$ cat config.mk
export PLATFORM = sky130hd
export DESIGN_NAME = hazard_ctrl_flat
export DESIGN_NICKNAME = d
export VERILOG_FILES = /design/src/rtl/hazard_ctrl_if.sv /design/src/rtl/hazard_ctrl.sv /design/src/flat_wrapper.sv
export SDC_FILE = /design/constraint.sdc
export NUM_CORES = 1
export LEC_CHECK = 0
export BUFFER_PORTS_ARGS = -buffer_cell sky130_fd_sc_hd__buf_4
export CAP_MARGIN = 5
export CORE_MARGIN = 1
export CORE_UTILIZATION = 36
export CTS_CLUSTER_SIZE = 10
export DETAILED_ROUTE_END_ITERATION = 7
export PLACE_DENSITY = 0.85
export SYNTH_ARGS = -nofsm -noshare
export SYNTH_HDL_FRONTEND = slang
export SYNTH_SLANG_ARGS = --single-unit
$ cat constraint.sdc
create_clock -name clk -period 2.7 [get_ports clk]
set_clock_uncertainty 0.15 [all_clocks]
set_input_delay 0.135 -clock clk [delete_from_list [all_inputs] [get_ports clk]]
set_output_delay 0.135 -clock clk [all_outputs]
set_load 0.005 [all_outputs]
$ cat src/rtl/hazard_ctrl_if.sv
// ---------------------------------------------------------------------------
// hazard_ctrl_if
//   Bundles the pipeline-side signals of the hazard controller.
//   master : pipeline datapath (drives stage instructions, receives controls)
//   slave  : hazard_ctrl       (reads stage instructions, drives controls)
//   Signals:
//     D_Instr, E_Instr, M_Instr  instructions currently held in D, E, M
//     PC_en, D_en                1 = PC / F-D register advance
//     E_clr                      1 = D-E register loads a bubble
//     md_start, md_op, md_busy   mult/div unit sequencing
// ---------------------------------------------------------------------------
interface hazard_ctrl_if;
   logic [31:0] D_Instr;
   logic [31:0] E_Instr;
   logic [31:0] M_Instr;
   logic        PC_en;
   logic        D_en;
   logic        E_clr;
   logic        md_start;
   logic [1:0]  md_op;
   logic        md_busy;

   modport master (
      output D_Instr, E_Instr, M_Instr,
      input  PC_en, D_en, E_clr, md_start, md_op, md_busy
   );

   modport slave (
      input  D_Instr, E_Instr, M_Instr,
      output PC_en, D_en, E_clr, md_start, md_op, md_busy
   );
endinterface

$ cat src/rtl/hazard_ctrl.sv
// ---------------------------------------------------------------------------
// hazard_ctrl
//   Stall / bubble scheduler for a 5-stage MIPS pipeline.
//   - Register hazards resolved with Tuse (D-stage readers) versus Tnew
//     (producers in E and M).
//   - Sequences the multi-cycle mult/div unit: a start pulse when a
//     mult/multu/div/divu sits in E, then a latency counter while busy.
//     Any HI/LO instruction in D is held while the unit is occupied.
//   Ports:
//     clk    system clock, all state on posedge
//     reset  synchronous active-high reset; forces benign outputs
//     bus    hazard_ctrl_if.slave (stage instructions in, controls out)
// ---------------------------------------------------------------------------
module hazard_ctrl #(
   parameter int MULT_CYCLES = 5,
   parameter int DIV_CYCLES  = 10,
   parameter int CNT_W       = 4
) (
   input  logic            clk,
   input  logic            reset,
   hazard_ctrl_if.slave    bus
);

   localparam logic [5:0] OP_SPECIAL = 6'h00;
   localparam logic [5:0] OP_JAL     = 6'h03;
   localparam logic [5:0] OP_BEQ     = 6'h04;
   localparam logic [5:0] OP_BNE     = 6'h05;
   localparam logic [5:0] OP_ADDIU   = 6'h09;
   localparam logic [5:0] OP_ORI     = 6'h0D;
   localparam logic [5:0] OP_LUI     = 6'h0F;
   localparam logic [5:0] OP_LB      = 6'h20;
   localparam logic [5:0] OP_LH      = 6'h21;
   localparam logic [5:0] OP_LW      = 6'h23;
   localparam logic [5:0] OP_LBU     = 6'h24;
   localparam logic [5:0] OP_LHU     = 6'h25;
   localparam logic [5:0] OP_SB      = 6'h28;
   localparam logic [5:0] OP_SH      = 6'h29;
   localparam logic [5:0] OP_SW      = 6'h2B;

   typedef enum logic {IDLE, BUSY} state_t;

   // Source-read profile of an instruction sitting in D.
   typedef struct packed {
      logic       rs_rd;
      logic [1:0] rs_tuse;
      logic       rt_rd;
      logic [1:0] rt_tuse;
      logic       md;
   } src_t;

   // ---------------------------------------------------------------
   // Decode helpers
   // ---------------------------------------------------------------
   function automatic logic is_load(input logic [31:0] ins);
      case (ins[31:26])
         OP_LW, OP_LH, OP_LB, OP_LHU, OP_LBU: is_load = 1'b1;
         default:                             is_load = 1'b0;
      endcase
   endfunction

   // R-type ops that write rd through the ALU (including shifts).
   function automatic logic is_r_alu(input logic [5:0] funct);
      case (funct)
         6'h00, 6'h02, 6'h03, 6'h04, 6'h06, 6'h07,
         6'h20, 6'h21, 6'h22, 6'h23, 6'h24, 6'h25,
         6'h26, 6'h27, 6'h2A, 6'h2B:            is_r_alu = 1'b1;
         default:                               is_r_alu = 1'b0;
      endcase
   endfunction

   // mult/multu/div/divu: the ops that launch the unit.
   function automatic logic is_mdop(input logic [31:0] ins);
      is_mdop = (ins[31:26] == OP_SPECIAL) && (ins[5:2] == 4'b0110);
   endfunction

   function automatic logic [4:0] dest_reg(input logic [31:0] ins);
      dest_reg = 5'd0;
      case (ins[31:26])
         OP_SPECIAL: begin
            if (is_r_alu(ins[5:0]) || ins[5:0] == 6'h09 ||
                ins[5:0] == 6'h10 || ins[5:0] == 6'h12)
               dest_reg = ins[15:11];
         end
         OP_ADDIU, OP_ORI, OP_LUI,
         OP_LW, OP_LH, OP_LB, OP_LHU, OP_LBU: dest_reg = ins[20:16];
         OP_JAL:                              dest_reg = 5'd31;
         default:                             dest_reg = 5'd0;
      endcase
   endfunction

   // Only meaningful when dest_reg is nonzero; jal/jalr link values are
   // ready as soon as they reach E.
   function automatic logic [1:0] tnew_e(input logic [31:0] ins);
      if (is_load(ins))
         tnew_e = 2'd2;
      else if (ins[31:26] == OP_JAL ||
               (ins[31:26] == OP_SPECIAL && ins[5:0] == 6'h09))
         tnew_e = 2'd0;
      else
         tnew_e = 2'd1;
   endfunction

   function automatic src_t src_info(input logic [31:0] ins);
      src_t s;
      s = '0;
      case (ins[31:26])
         OP_SPECIAL: begin
            case (ins[5:0])
               6'h20, 6'h21, 6'h22, 6'h23, 6'h24, 6'h25, 6'h26, 6'h27,
               6'h2A, 6'h2B, 6'h04, 6'h06, 6'h07,
               6'h18, 6'h19, 6'h1A, 6'h1B: begin
                  s.rs_rd = 1'b1; s.rs_tuse = 2'd1;
                  s.rt_rd = 1'b1; s.rt_tuse = 2'd1;
               end
               6'h00, 6'h02, 6'h03: begin
                  s.rt_rd = 1'b1; s.rt_tuse = 2'd1;
               end
               6'h08, 6'h09: begin
                  s.rs_rd = 1'b1; s.rs_tuse = 2'd0;
               end
               6'h11, 6'h13: begin
                  s.rs_rd = 1'b1; s.rs_tuse = 2'd1;
               end
               default: ;
            endcase
            s.md = (ins[5:2] == 4'b0100) || (ins[5:2] == 4'b0110);
         end
         OP_BEQ, OP_BNE: begin
            s.rs_rd = 1'b1; s.rs_tuse = 2'd0;
            s.rt_rd = 1'b1; s.rt_tuse = 2'd0;
         end
         OP_ADDIU, OP_ORI,
         OP_LW, OP_LH, OP_LB, OP_LHU, OP_LBU: begin
            s.rs_rd = 1'b1; s.rs_tuse = 2'd1;
         end
         OP_SW, OP_SH, OP_SB: begin
            s.rs_rd = 1'b1; s.rs_tuse = 2'd1;
            s.rt_rd = 1'b1; s.rt_tuse = 2'd2;
         end
         default: ;
      endcase
      return s;
   endfunction

   function automatic logic hit(input logic [4:0] src, input logic rd_en,
                                input logic [1:0] tuse, input logic [4:0] dst,
                                input logic [1:0] tnew);
      hit = rd_en && (dst != 5'd0) && (src == dst) && (tuse < tnew);
   endfunction

   // ---------------------------------------------------------------
   // Register hazard detection
   // ---------------------------------------------------------------
   src_t       d_src;
   logic [4:0] d_rs, d_rt;
   logic [4:0] e_dst, m_dst;
   logic [1:0] e_tnew, m_tnew;
   logic       hz_stall;

   assign d_src  = src_info(bus.D_Instr);
   assign d_rs   = bus.D_Instr[25:21];
   assign d_rt   = bus.D_Instr[20:16];
   assign e_dst  = dest_reg(bus.E_Instr);
   assign m_dst  = dest_reg(bus.M_Instr);
   assign e_tnew = tnew_e(bus.E_Instr);
   assign m_tnew = is_load(bus.M_Instr) ? 2'd1 : 2'd0;

   assign hz_stall = hit(d_rs, d_src.rs_rd, d_src.rs_tuse, e_dst, e_tnew) ||
                     hit(d_rt, d_src.rt_rd, d_src.rt_tuse, e_dst, e_tnew) ||
                     hit(d_rs, d_src.rs_rd, d_src.rs_tuse, m_dst, m_tnew) ||
                     hit(d_rt, d_src.rt_rd, d_src.rt_tuse, m_dst, m_tnew);

   // ---------------------------------------------------------------
   // Mult/div sequencing FSM
   // ---------------------------------------------------------------
   state_t             state_reg, state_next;
   logic [CNT_W-1:0]   cnt_reg, cnt_next;
   logic               start_raw;
   logic               busy_raw;
   logic               md_stall;
   logic               stall;

   always_ff @(posedge clk) begin
      if (reset) begin
         state_reg <= IDLE;
         cnt_reg   <= '0;
      end else begin
         state_reg <= state_next;
         cnt_reg   <= cnt_next;
      end
   end

   always_comb begin
      state_next = state_reg;
      cnt_next   = cnt_reg;
      start_raw  = 1'b0;
      case (state_reg)
         IDLE: begin
            if (is_mdop(bus.E_Instr)) begin
               start_raw  = 1'b1;
               state_next = BUSY;
               // funct bit 1 separates div/divu from mult/multu
               cnt_next   = bus.E_Instr[1] ? CNT_W'(DIV_CYCLES)
                                           : CNT_W'(MULT_CYCLES);
            end
         end
         BUSY: begin
            if (cnt_reg == CNT_W'(1)) begin
               state_next = IDLE;
               cnt_next   = '0;
            end else begin
               cnt_next   = cnt_reg - CNT_W'(1);
            end
         end
         default: begin
            state_next = IDLE;
            cnt_next   = '0;
         end
      endcase
   end

   assign busy_raw = start_raw || (state_reg == BUSY);
   assign md_stall = d_src.md && busy_raw;
   assign stall    = hz_stall || md_stall;

   // While reset is held every control is forced to its free-running value.
   always_comb begin
      bus.PC_en    = 1'b1;
      bus.D_en     = 1'b1;
      bus.E_clr    = 1'b0;
      bus.md_start = 1'b0;
      bus.md_op    = 2'b00;
      bus.md_busy  = 1'b0;
      if (!reset) begin
         bus.PC_en    = !stall;
         bus.D_en     = !stall;
         bus.E_clr    = stall;
         bus.md_start = start_raw;
         bus.md_op    = start_raw ? bus.E_Instr[1:0] : 2'b00;
         bus.md_busy  = busy_raw;
      end
   end

endmodule
$ cat src/flat_wrapper.sv
// flat-port wrapper written by rule: the top's interface ports become plain ports
module hazard_ctrl_flat 
#(
   parameter int MULT_CYCLES = 5,
   parameter int DIV_CYCLES  = 10,
   parameter int CNT_W       = 4
)
  (clk, reset, bus_D_Instr, bus_E_Instr, bus_M_Instr, bus_PC_en, bus_D_en, bus_E_clr, bus_md_start, bus_md_op, bus_md_busy);
  hazard_ctrl_if bus_i ();
  input  logic clk;
  input  logic reset;
  input wire logic [$bits(bus_i.D_Instr)-1:0] bus_D_Instr;
  input wire logic [$bits(bus_i.E_Instr)-1:0] bus_E_Instr;
  input wire logic [$bits(bus_i.M_Instr)-1:0] bus_M_Instr;
  output wire logic [$bits(bus_i.PC_en)-1:0] bus_PC_en;
  output wire logic [$bits(bus_i.D_en)-1:0] bus_D_en;
  output wire logic [$bits(bus_i.E_clr)-1:0] bus_E_clr;
  output wire logic [$bits(bus_i.md_start)-1:0] bus_md_start;
  output wire logic [$bits(bus_i.md_op)-1:0] bus_md_op;
  output wire logic [$bits(bus_i.md_busy)-1:0] bus_md_busy;
  assign bus_i.D_Instr = bus_D_Instr;
  assign bus_i.E_Instr = bus_E_Instr;
  assign bus_i.M_Instr = bus_M_Instr;
  assign bus_PC_en = bus_i.PC_en;
  assign bus_D_en = bus_i.D_en;
  assign bus_E_clr = bus_i.E_clr;
  assign bus_md_start = bus_i.md_start;
  assign bus_md_op = bus_i.md_op;
  assign bus_md_busy = bus_i.md_busy;
  hazard_ctrl #(.MULT_CYCLES(MULT_CYCLES), .DIV_CYCLES(DIV_CYCLES), .CNT_W(CNT_W)) u_core (.clk(clk), .reset(reset), .bus(bus_i));
endmodule
# == After elaboration in Yosys (flattened, before gate mapping) ==
# Memory sizes are Yosys's and may differ from the RTL's.
# Cells that the tools add are included.
# word_totals
reg_bits,5
rom_bits,128
in_bits,98
output_inout_bits,7
wordCells,153
memories,2
# mem_list
memory,words,word_bits,read_ports,rd_clocked_by_memory_dff,write_ports,line_no,rtl
(name not given),64,1,1,0,0,hazard_ctrl.sv:63,case (funct)
(name not given),64,1,1,0,0,hazard_ctrl.sv:63,
# op_classes
add_sub_neg,1
magnitude_cmp,4
eq_ne,68
n_mux,30
n_bitwise,1
n_reduce_logical,45
# op_table
op,n
equality test 6 bit (second input constant),28
equality test 6 x 4 -> 1 bit (second input constant),12
equality test 6 x 5 -> 1 bit (second input constant),10
equality test 6 x 3 -> 1 bit (second input constant),5
case mux 5 bit (3 select lines),2
equality test 6 x 2 -> 1 bit (second input constant),4
logical NOT 6 bit,4
equality test 5 bit,4
OR reduction 20 bit,1
OR reduction 19 bit,1
case mux 3 bit (3 select lines),2
OR reduction 8 bit,2
logical AND 1 bit,15
2-to-1 mux 1 bit,14
logical OR 1 bit,13
equality test 4 x 3 -> 1 bit (second input constant),3
2-to-1 mux 4 bit,3
2-to-1 mux 5 bit,2
nonzero test 5 bit,2
OR reduction 10 bit,1
OR reduction 5 bit,2
less-than comparator 2 bit,4
case mux 4 bit (2 select lines),1
2-to-1 mux 2 bit,3
10 further kinds,11

# == Depth between registers and ports, before layout ==
# Gate-level depths: netlist (run 1).
# depth
ltp_word,17
mapped_depth,10
mapped_depth_nobuf,9

# == Worst setup path after synthesis (run 1) ==
# OpenSTA, ideal clock, no wires.
# synth_timing
kind,input port to output port
startpoint,input bus_M_Instr[29]
endpoint,output bus_PC_en
arrival_ns,2.390
required_time_ns,2.415
setup_slack_ns,0.025
path_stages,10
n_path_buf,1
path_cell_list,or4bb_1 -> a41oi_1 -> a21o_1 -> a21oi_1 -> xnor2_1 -> or4_1 -> nor4_2 -> nor3_1 -> a21o_1 -> buf_4
# synth_between
elab_chain_len,12
elab_cells_between_ends,31
classes_between,order compare: 2; eq/ne: 11; mux: 4; reduce/logical: 14
# synth_lines
item,line_no,rtl
from (decl),flat_wrapper.sv:14,input wire logic [$bits(bus_i.M_Instr)-1:0] bus_M_Instr;
equality test 6 x 4 -> 1 bit or equality test 6 bit (tied branches),"hazard_ctrl.sv:78, hazard_ctrl.sv:55",
OR reduction 8 bit,hazard_ctrl.sv:78,case (ins[31:26])
case mux 5 bit (3 select lines),hazard_ctrl.sv:78,
nonzero test 5 bit,hazard_ctrl.sv:148,hit = rd_en && (dst != 5'd0) && (src == dst) && (tuse < tnew);
logical AND 1 bit (3 in a row),hazard_ctrl.sv:148,
logical OR 1 bit,hazard_ctrl.sv:169,"hit(d_rt, d_src.rt_rd, d_src.rt_tuse, e_dst, e_tnew) ||"
logical OR 1 bit *,hazard_ctrl.sv:170,"hit(d_rs, d_src.rs_rd, d_src.rs_tuse, m_dst, m_tnew) ||"
logical OR 1 bit *,hazard_ctrl.sv:224,assign stall = hz_stall || md_stall;
logical NOT 1 bit *,n/a,
2-to-1 mux 1 bit *,n/a,
to (decl),flat_wrapper.sv:15,output wire logic [$bits(bus_i.PC_en)-1:0] bus_PC_en;
# Mark *: on every way between the ends. The rest lies on a longest branch, timed or not.

# == Worst setup path in the final report (run 1) ==
# layout_timing
startpoint,input bus_E_Instr[29]
endpoint,output bus_D_en
# layout_between
elab_chain_len,13
elab_cells_between_ends,40
classes_between,order compare: 2; eq/ne: 11; mux: 7; reduce/logical: 20
# layout_lines
item,line_no,rtl
from (decl),flat_wrapper.sv:13,input wire logic [$bits(bus_i.E_Instr)-1:0] bus_E_Instr;
"equality test 6 x 4 -> 1 bit, or another cell as far along",hazard_ctrl.sv:78,
OR reduction 8 bit or logical AND 1 bit (tied branches),"hazard_ctrl.sv:78, hazard_ctrl.sv:97",
case mux 5 bit (3 select lines) or logical OR 1 bit (tied branches),"hazard_ctrl.sv:78, hazard_ctrl.sv:96",
nonzero test 5 bit or 2-to-1 mux 1 bit (tied branches),"hazard_ctrl.sv:148, hazard_ctrl.sv:96",
logical AND 1 bit or 2-to-1 mux 2 bit (tied branches),"hazard_ctrl.sv:148, hazard_ctrl.sv:94",
logical AND 1 bit or less-than comparator 2 bit (tied branches),hazard_ctrl.sv:148,
logical AND 1 bit,hazard_ctrl.sv:148,
logical OR 1 bit,hazard_ctrl.sv:168,"assign hz_stall = hit(d_rs, d_src.rs_rd, d_src.rs_tuse, e_dst, e_tnew) ||"
logical OR 1 bit,hazard_ctrl.sv:169,
logical OR 1 bit,hazard_ctrl.sv:170,
logical OR 1 bit *,hazard_ctrl.sv:224,
logical NOT 1 bit *,hazard_ctrl.sv:236,bus.D_en = !stall;
2-to-1 mux 1 bit *,hazard_ctrl.sv:234,if (!reset) begin
to (decl),flat_wrapper.sv:16,output wire logic [$bits(bus_i.D_en)-1:0] bus_D_en;
# Marks and branches as above.

==> results of run 1 <==
==> power breakdown <==
group | switching [mW] | internal (mW) | total (mW) | leakage [nW]
registers | 0.000190 | 0.0740 | 0.0742 | 0.0403
clock network | 0.0391 | 0.0541 | 0.0932 | 0.0177
logic | 0.0965 | 0.139 | 0.235 | 0.948
total | 0.136 | 0.267 | 0.403 | 1.01
==> per-stage QoR <==
step	TNS, ns	hold WS [ns]
after global routing	-0.726	0.391
final	-0.333	0.313
after global placement	-0.307	0.218
after detailed placement	-0.529	0.222
after floorplan	0	0.0984
after CTS	-0.104	0.303
==> worst reg2reg max path: stages (launching register included) <==
cell	delay, ns
dfxtp_1	0.56
nor2b_1	0.18
a21oi_1	0.15
nor2_1	0.06
a2111oi_2	0.31
dlygate4sd3_1	0.58
==> final cells by class <==
cell class	instances	share of cell area (%)
clock buffers	3	0.991
flip-flops and latches	5	4.41
multi-input cells	163	52.4
clock inverters	1	0.220
inverters	10	1.65
well taps	46	2.53
repair buffers	112	37.8
==> cell families (layout without fill, tap and decap cells) <==
group	count (synthesis)	count (layout)	share of synthesized area (%)
AOI/OAI and AO/OA	59	59	34.1
xor gates and xnor gates	20	20	13.7
adders and majority gates	3	3	2.94
buffers and inverters	13	126	4.12
DFF	5	5	7.85
and+or+nand+nor	81	81	37.3
==> per-layer routing <==
layer / share of wire [%] / vias up / wire [um]
met3: 4.7 / 2 / 205
met2: 56 / 58 / 2440
met5: 0 / - / 0
met4: 0.23 / 0 / 10
li1: - / 929 / -
met1: 39 / 842 / 1680
==> what timing repair did <==
action,CTS,global route
hold buffers,3,0
gates resized for setup,16,4
endpoints found under the hold margin,5,0
gates cloned,0,0
setup buffers,4,1
setup endpoints to repair,3,4
pin swaps,3,0
==> worst max path at each step <==
stage / start / to
finish: bus_E_Instr[29] / bus_D_en
global route: bus_E_Instr[29] / bus_D_en
CTS: bus_M_Instr[27] / bus_E_clr
detailed placement: bus_E_Instr[29] / bus_D_en
global placement: bus_E_Instr[29] / bus_D_en
floorplan: bus_M_Instr[29] / bus_PC_en
==> cell usage in the layout (no fill, tap or decap), types with 4 or more instances in the layout <==
cell type,synthesis,routed
nor4_1,5,4
o21ai_0,7,6
xor2_1,12,12
a211oi_1,9,8
nand3_1,6,6
nor3_1,8,6
nor2_1,18,17
xnor2_1,8,8
buf_4,1,106
nand4_1,4,4
a21oi_1,13,13
nand2b_1,11,11
nand2_1,6,6
dfxtp_1,5,5
inv_1,10,10
==> reports/metrics.cfg, run 1 <==
[global_route]
grt_pass1_wl_mm=6.52
grt_overflow=0
use_met3_pct=2.31
top_usage_layer=met2
antenna_found_initial=0
grt_pass1_vias=1667
grt_use_met1_pct=24.9
met2_usage_pct=43.6
grt_start_max_net_pins=14
track_usage_pct=22.0

[critical_path]
start_kind=primary input
worstPathRequired_ns=2.41
slowest_delay_ns=0.57
crit_fanout=5
rr_endpoint=u_core.cnt_reg[2]$_SDFFE_PP0P_
path_common_cell=buf_4
crit_chain=buf_4, or4_1, nor3_2, o31a_1, a22oi_1, xor2_1, nand4_1, a2111oi_2, o21ai_1, a21o_1, buf_4
worst_setup_path_end_kind=output pin
r2r_start=u_core.state_reg$_SDFF_PP0_
rrSetupSlack_ns=0.66
cp.depth=11
worstSetupPathType=in2out
worstPathArrival_ns=2.54
cp.buffers_inverters=2
crit_path_top_delay_cell=or4_1
critical_path.top_delay_family=compound AO/OA/AOI/OAI gates
worst-r2r-cell-count=5

[layout]
drive_gt1_share_pct=44.9
largest_reg_flops=4
nets=396
fill_cells=302
fin_cells=340
antenna_cells=0
stdcell_area_mm2=0.00227
final_core_util_pct=67.6
multi_input_area_mm2=0.00119
regArea_um2=100
area_growth_pct=78.2

[route]
routedWlPerCell_um=12.8
num_vias=1831
drt_iter0_markers=92
routed_wl_mm=4.34
dr.pass1.iters=4
drc=0
ant_nets=0
vias_per_cell=5.39

[clock_network]
cts.sinks=5
clk_path_buf_depth=2
htree_levels=1
clkTransAtPathRegs_ns=0.05
cts-root-buf=clkbuf_4
numCtsBuffers=3
cts_tree=done
clock_latency_ns=0.25

[floorplanning]
die_y_um=61.5
dieWidth_um=61.5
dieArea_mm2=0.00378
core_area_mm2=0.00336
num_io_pins=105
start_util_pct=37.9
placementRows=21

[timing]
setup_viol=3
fmax_ghz=0.354
finalHoldViolations=0
slew_headroom_pct=70.2
period_needed_ns=2.82
drv_slew=0
tightest_slew_ns=0.435
finalCritPeriodShare_pct=105
finalWorstSetupSlack_ns=-0.122
rsz0062_at_grt=true

[logic_synthesis]
ys_types=48
synth_top_area_share_pct=8.24
synth_cells=181
syn-num-nets=282
syn_area_per_cell_um2=7.04
ys_seq_area_share_pct=7.85
synth_common_cells=18 x nor2_1, 13 x a21oi_1, 12 x xor2_1, 11 x nand2b_1, 10 x inv_1
ys_ff_latch=5
synth_most_common_cell=nor2_1
synth_area_leaders=xor2_1 8.2%, dfxtp_1 7.9%, xnor2_1 5.5%
synthFlopType=dfxtp_1
synth_area_mm2=0.00127
yosys.area.top_type=xor2_1
ys_warn_count=0
synth_edf_count=0
async_flop_share_pct=0

[outcome]
status=finished, violations left
violations=negative setup slack

[min_path]
hold_depth=5
hp-class=in2reg
hold-path-endpoint=u_core.cnt_reg[3]$_SDFFE_PP0P_
holdCritStartpoint=bus_E_Instr[1]

[placed_design]
pre_cts_slack_ns=-0.186
dp.cells=328
portBuffers=74
dp_hpwl_mm=3.50
placed_cell_area_mm2=0.00210
place_congestion=0.834

[flow_run]
drv_cap=0

[power_and_ir_drop]
p_total_mw=0.403
powerDensity_mw_per_mm2=177
power.leakage_nw=1.01
ir_worst_vdd_v=0.0000730

Note: power is estimated with default switching activity, not from simulation.
==> run 2: changes to the inputs <==
--- a/config.mk
+++ b/config.mk
@@ -8,10 +8,12 @@
 export BUFFER_PORTS_ARGS = -buffer_cell sky130_fd_sc_hd__buf_4
 export CAP_MARGIN = 5
 export CORE_MARGIN = 1
-export CORE_UTILIZATION = 36
+export CORE_UTILIZATION = 39
+export CTS_BUF_LIST = sky130_fd_sc_hd__clkbuf_16
 export CTS_CLUSTER_SIZE = 10
 export DETAILED_ROUTE_END_ITERATION = 7
-export PLACE_DENSITY = 0.85
+export GPL_TIMING_DRIVEN = 0
+export PLACE_DENSITY = 0.88
 export SYNTH_ARGS = -nofsm -noshare
 export SYNTH_HDL_FRONTEND = slang
 export SYNTH_SLANG_ARGS = --single-unit
==> constraint.sdc (replaced) <==
create_clock -name clk -period 2.9 [get_ports clk]
set_clock_uncertainty 0.15 [all_clocks]
set_input_delay 0.145 -clock clk [delete_from_list [all_inputs] [get_ports clk]]
set_output_delay 0.145 -clock clk [all_outputs]
set_load 0.005 [all_outputs]
==> reports/metrics.cfg, run 2 (synthesis gave the netlist of run 1 again) <==
[critical_path]
worst-r2r-cell-count=6  ; was 5
critical_path.top_delay_family=compound AO/OA/AOI/OAI gates  ; unchanged
rr_endpoint=u_core.cnt_reg[2]$_SDFFE_PP0P_  ; unchanged
worstSetupPathType=in2out  ; unchanged
r2r_start=u_core.cnt_reg[1]$_SDFFE_PP0P_  ; was u_core.state_reg$_SDFF_PP0_
worstPathArrival_ns=2.58  ; was 2.54 ns
path_common_cell=buf_4  ; unchanged
crit_fanout=4  ; was 5
crit_path_top_delay_cell=or4bb_1  ; was or4_1
cp.buffers_inverters=4  ; was 2
crit_chain=buf_8, or4bb_1, a211oi_2, o31a_1, buf_6, a22oi_2, buf_4, xor2_1, nand4_1, nor4_1, o21ai_1, a21o_1, buf_4  ; was buf_4, or4_1, nor3_2, o31a_1, a22oi_1, xor2_1, nand4_1, a2111oi_2, o21ai_1, a21o_1, buf_4
worst_setup_path_end_kind=output pin  ; unchanged
rrSetupSlack_ns=1.29  ; was 0.66 ns
worstPathRequired_ns=2.61  ; was 2.41 ns
start_kind=primary input  ; unchanged
slowest_delay_ns=0.53  ; was 0.57 ns

[route]
num_vias=1716  ; was 1831
drc=0  ; unchanged
routed_wl_mm=4.08  ; was 4.34 mm
drt_iter0_markers=56  ; was 92
routedWlPerCell_um=13.2  ; was 12.8 um
dr.pass1.iters=4  ; unchanged
vias_per_cell=5.57  ; was 5.39
ant_nets=0  ; unchanged

[placed_design]
pre_cts_slack_ns=-0.253  ; was -0.186 ns
place_congestion=0.838  ; was 0.834
dp_hpwl_mm=3.08  ; was 3.50 mm
portBuffers=73  ; was 74

[timing]
tightest_slew_ns=0.541  ; was 0.435 ns
finalWorstSetupSlack_ns=0.0266  ; was -0.122 ns
final.setup.tns_ns=0  ; was -0.333 ns
finalHoldViolations=1  ; was 0
fmax_ghz=0.348
drv_slew=0  ; unchanged
holdWs_ns=-0.00665  ; was 0.313 ns
setup_viol=0  ; was 3
rsz0062_at_grt=true  ; unchanged
finalCritPeriodShare_pct=99.1
period_needed_ns=2.87
slew_headroom_pct=63.9  ; was 70.2%

[layout]
largest_reg_flops=4  ; unchanged
fill_cells=266  ; was 302
drive_gt1_share_pct=38.6  ; was 44.9%
final_core_util_pct=68.2  ; was 67.6%
area_growth_pct=64.7  ; was 78.2%
antenna_cells=0  ; unchanged
nets=366  ; was 396
final_common_cell=buf_4  ; unchanged
final_cell_mix=75 x buf_4, 18 x nor2_1, 12 x a21oi_1, 12 x xor2_1  ; was 106 x buf_4, 17 x nor2_1, 13 x a21oi_1

[floorplanning]
num_io_pins=105  ; unchanged
dieArea_mm2=0.00350  ; was 0.00378 mm^2
core_area_mm2=0.00308  ; was 0.00336 mm^2
dieWidth_um=59.2  ; was 61.5 um
die_y_um=59.2  ; was 61.5 um
placementRows=20  ; was 21
start_util_pct=41.4  ; was 37.9%

[clock_network]
numCtsBuffers=3  ; unchanged
hold_buffers=0  ; was 3
clk_path_buf_depth=2  ; unchanged
clock_latency_ns=0.23  ; was 0.25 ns
cts_tree=done  ; unchanged
cts-root-buf=clkbuf_16  ; was clkbuf_4
cts.sinks=5  ; unchanged
clkTransAtPathRegs_ns=0.04  ; was 0.05 ns
htree_levels=1  ; unchanged

[power_and_ir_drop]
ir_worst_vdd_v=0.000319  ; was 0.0000730 V
seqPwrFrac_pct=14.2  ; was 18.4%
power.leakage_nw=0.875  ; was 1.01 nW
powerDensity_mw_per_mm2=233  ; was 177 mW/mm^2
p_int_mw=0.357  ; was 0.267 mW
comb_power_share_pct=39.6  ; was 58.4%
p_sw_share_pct=27.1  ; was 33.7%
clkPwrFrac_pct=46.2  ; was 23.1%
p_switching_mw=0.133  ; was 0.136 mW

[global_route]
grt_overflow=0  ; unchanged
antenna_found_initial=0  ; unchanged
grt_start_max_net_pins=11  ; was 14
grt_pass1_vias=1549  ; was 1667
track_usage_pct=22.1  ; was 22.0%
grt_pass1_wl_mm=6.18  ; was 6.52 mm

[flow_run]
drv_cap=0  ; unchanged

[min_path]
hp-class=in2reg  ; unchanged
holdCritStartpoint=bus_E_Instr[1]  ; unchanged
hold-path-endpoint=u_core.cnt_reg[2]$_SDFFE_PP0P_  ; was u_core.cnt_reg[3]$_SDFFE_PP0P_
hold_depth=2  ; was 5

[outcome]
violations=negative hold slack  ; was negative setup slack
status=finished, violations left  ; unchanged

==> run 2: cell types whose count changed in the layout (fill, tap and decap cells not counted), sizes merged <==
cell / delta
buf: -28
clkinv: -1
inv: +1
clkbuf: +1
dlygate4sd3: -3
==> run 2: worst max path at each step <==
stage / slack (ns) / cells after the start / startpoint / end
floorplan: 0.20 / 10 / bus_M_Instr[29] / bus_PC_en
global placement: -0.21 / 12 / bus_M_Instr[29] / bus_PC_en
detailed placement: -0.25 / 12 / bus_E_Instr[29] / bus_PC_en
CTS: 0.02 / 12 / bus_E_Instr[30] / bus_D_en
global route: -0.05 / 11 / bus_M_Instr[29] / bus_D_en
finish: 0.03 / 13 / bus_E_Instr[5] / bus_D_en
==> run 2: layout make-up <==
type                            count  area [um^2]  area share [%]
Timing Repair Buffer               80          623            29.7
Multi-Input combinational cell    163         1200            57.0
Sequential cell                     5          100            4.77
Clock inverter                      1         3.75           0.179
Buffer                              2         7.51           0.358
Clock buffer                        3         75.1            3.58
Tap cell                           44         55.1            2.62
Inverter                           10         37.5            1.79
==> run 2: layer usage <==
layer	vias to the layer above	global-route usage, %	wire [um]
met5	-	0	0
met4	0	2.72	65
met3	6	3.49	209
met2	59	41.9	2110
met1	788	26.6	1690
li1	863	-	-
==> run 2: metrics by stage <==
step	std cells	total power [mW]	cell area, um^2
2_1_floorplan	181	0.143	1270
5_1_grt	308	0.511	2100
3_3_place_gp	298	0.242	1880
6_report	308	0.490	2100
3_5_place_dp	298	0.245	1880
4_1_cts	306	0.484	2050
==> run 2: timing repair <==
action | in CTS | in global routing
setup buffers | 6 | 2
endpoints found under the setup margin | 3 | 3
endpoints found under the hold margin | 0 | 0
resized for setup | 14 | 9
pin swaps | 11 | 9
==> run 2: worst register-to-register path, cell delays in order (launching register included) <==
cell and delay (ns):
dfxtp_1 0.34, inv_1 0.07, ha_1 0.19, nor3b_1 0.16, a21oi_1 0.14, nor2b_1 0.07
a2111oi_0 0.36
==> run 2: power by group through the flow <==
stage | sequential, mW | clock (mW) | combinational [mW]
final | 0.0695 | 0.227 | 0.194
after global placement | 0.0705 | 0 | 0.172
after global routing | 0.0695 | 0.232 | 0.210
after CTS | 0.0695 | 0.229 | 0.186
after detailed placement | 0.0705 | 0 | 0.175
after floorplan | 0.0705 | 0 | 0.0721
==> run 3: changes to the inputs <==
--- a/config.mk
+++ b/config.mk
@@ -8,12 +8,13 @@
 export BUFFER_PORTS_ARGS = -buffer_cell sky130_fd_sc_hd__buf_4
 export CAP_MARGIN = 5
 export CORE_MARGIN = 1
-export CORE_UTILIZATION = 39
+export CORE_UTILIZATION = 43
 export CTS_BUF_LIST = sky130_fd_sc_hd__clkbuf_16
 export CTS_CLUSTER_SIZE = 10
 export DETAILED_ROUTE_END_ITERATION = 7
 export GPL_TIMING_DRIVEN = 0
-export PLACE_DENSITY = 0.88
+export PLACE_DENSITY = 0.95
+export SLEW_MARGIN = 15
 export SYNTH_ARGS = -nofsm -noshare
 export SYNTH_HDL_FRONTEND = slang
 export SYNTH_SLANG_ARGS = --single-unit
==> constraint.sdc (replaced) <==
create_clock -name clk -period 3.65 [get_ports clk]
set_clock_uncertainty 0.15 [all_clocks]
set_input_delay 0.1825 -clock clk [delete_from_list [all_inputs] [get_ports clk]]
set_output_delay 0.1825 -clock clk [all_outputs]
set_load 0.005 [all_outputs]
==> reports/metrics.cfg, run 3 (synthesis gave the netlist of run 1 again) <==
[outcome]
status=complete, no violations  ; was finished, violations left

[route]
num_vias=1691  ; was 1716
ant_nets=0  ; unchanged
drc=0  ; unchanged
drt_iter0_markers=64  ; was 56
routed_wl_mm=3.83  ; was 4.08 mm
routedWlPerCell_um=13.3  ; was 13.2 um
vias_per_cell=5.85  ; was 5.57
dr.pass1.iters=4  ; unchanged

[timing]
finalWorstSetupSlack_ns=0.378  ; was 0.0266 ns
finalCritPeriodShare_pct=89.6
drv_slew=0  ; unchanged
final.setup.tns_ns=0  ; unchanged
setup_viol=0  ; unchanged
finalHoldViolations=0  ; was 1
rsz0062_at_grt=false  ; was true
period_needed_ns=3.27
slew_headroom_pct=66.2  ; was 63.9%
fmax_ghz=0.306
tightest_slew_ns=0.501  ; was 0.541 ns

[critical_path]
worstSetupPathType=in2out  ; unchanged
crit_fanout=5  ; was 4
rrSetupSlack_ns=2.05  ; was 1.29 ns
worstPathArrival_ns=2.94  ; was 2.58 ns
startpoint=bus_E_Instr[29]  ; was bus_E_Instr[5]
r2r_start=u_core.cnt_reg[1]$_SDFFE_PP0P_  ; unchanged
start_kind=primary input  ; unchanged
worst_setup_path_end_kind=output pin  ; unchanged
worstPathRequired_ns=3.32  ; was 2.61 ns

[placed_design]
place_congestion=0.882  ; was 0.838
portBuffers=73  ; unchanged
placed_cell_area_mm2=0.00186  ; was 0.00188 mm^2
dp_hpwl_mm=3.25  ; was 3.08 mm
pre_cts_slack_ns=0.426  ; was -0.253 ns

[floorplanning]
die_y_um=56.5  ; was 59.2 um
start_util_pct=45.8  ; was 41.4%
dieWidth_um=56.5  ; was 59.2 um
num_io_pins=105  ; unchanged
core_area_mm2=0.00278  ; was 0.00308 mm^2
dieArea_mm2=0.00319  ; was 0.00350 mm^2
placementRows=19  ; was 20

[clock_network]
cts-root-buf=clkbuf_16  ; unchanged
clkTransAtPathRegs_ns=0.04  ; about the same
cts.sinks=5  ; unchanged
postCtsSetupBuffers=0  ; was 6
cts.repair.resized=0  ; was 14
clk_path_buf_depth=2  ; unchanged
hold_buffers=0  ; unchanged
htree_levels=1  ; unchanged
numCtsBuffers=3  ; unchanged
clock_latency_ns=0.23  ; about the same
cts_tree=done  ; unchanged

[power_and_ir_drop]
ir_worst_vdd_v=0.000295  ; was 0.000319 V
powerDensity_mw_per_mm2=195  ; was 233 mW/mm^2
power.leakage_nw=0.826  ; was 0.875 nW

[layout]
antenna_cells=0  ; unchanged
final_common_cell=buf_4  ; unchanged
area_growth_pct=52.2  ; was 64.7%
largest_reg_flops=4  ; unchanged
fill_cells=253  ; was 266
stdcell_area_mm2=0.00194  ; was 0.00210 mm^2
drive_gt1_share_pct=32.9  ; was 38.6%
nets=360  ; was 366
final_cell_mix=74 x buf_4, 18 x nor2_1, 13 x a21oi_1  ; was 75 x buf_4, 18 x nor2_1, 12 x a21oi_1, 12 x xor2_1

[global_route]
grt_pass1_vias=1586  ; was 1549
antenna_found_initial=0  ; unchanged
grt_overflow=0  ; unchanged
grt_start_max_net_pins=11  ; unchanged
grt_pass1_wl_mm=6.38  ; was 6.18 mm
track_usage_pct=24.4  ; was 22.1%

[min_path]
hp-class=in2reg  ; unchanged
holdCritStartpoint=bus_E_Instr[1]  ; unchanged

[flow_run]
drv_cap=0  ; unchanged

==> run 3: per-layer routing <==
metal / global-route usage (%) / vias to the layer above / wire (um)
li1: - / 856 / -
met1: 29.5 / 765 / 1670
met2: 44.0 / 68 / 1890
met3: 5.07 / 2 / 260
met4: 5.23 / 0 / 14
met5: 0 / - / 0
==> run 3: area by class of cell <==
type / count / area (um^2) / share of cell area [%]
Buffer: 3 / 15.0 / 0.774
Clock buffer: 3 / 75.1 / 3.87
Clock inverter: 1 / 3.75 / 0.193
Inverter: 10 / 37.5 / 1.93
Multi-Input combinational cell: 163 / 1120 / 57.8
Sequential cell: 5 / 100 / 5.16
Tap cell: 31 / 38.8 / 2.00
Timing Repair Buffer: 73 / 548 / 28.2
==> run 3: critical path, cell delays in order <==
cell	delay [ns]
buf_4	0.13
or4_1	0.54
nor3_1	0.29
o31a_1	0.30
a22oi_1	0.19
xor2_1	0.19
nand4_1	0.12
a2111oi_0	0.33
o21ai_0	0.20
a21o_1	0.22
buf_4	0.12
buf_4	0.12
==> run 3: final timing paths <==
check / cells past startpoint / end
worst min-delay path: 2 / u_core.cnt_reg[2]$_SDFFE_PP0P_
worst max-delay path: 12 / bus_PC_en
worst min register to register: 2 / u_core.cnt_reg[2]$_SDFFE_PP0P_
worst max register to register: 6 / u_core.cnt_reg[2]$_SDFFE_PP0P_
==> run 3: power by group <==
group          switching (mW)  leakage (nW)  internal [mW]
logic                  0.0622         0.744         0.0796
registers            0.000117        0.0403         0.0551
clock network          0.0387        0.0423          0.142
total                   0.101         0.826          0.277
==> run 3: stage by stage <==
stage	power, mW	std cells	util, %	hold WS (ns)
floorplan	0.113	181	-	0.146
global placement	0.193	285	66.9	0.269
detailed placement	0.197	285	66.9	0.272
CTS	0.380	289	69.8	0.0490
global route	0.398	289	69.8	0.0645
finish	0.378	289	69.8	0.0506
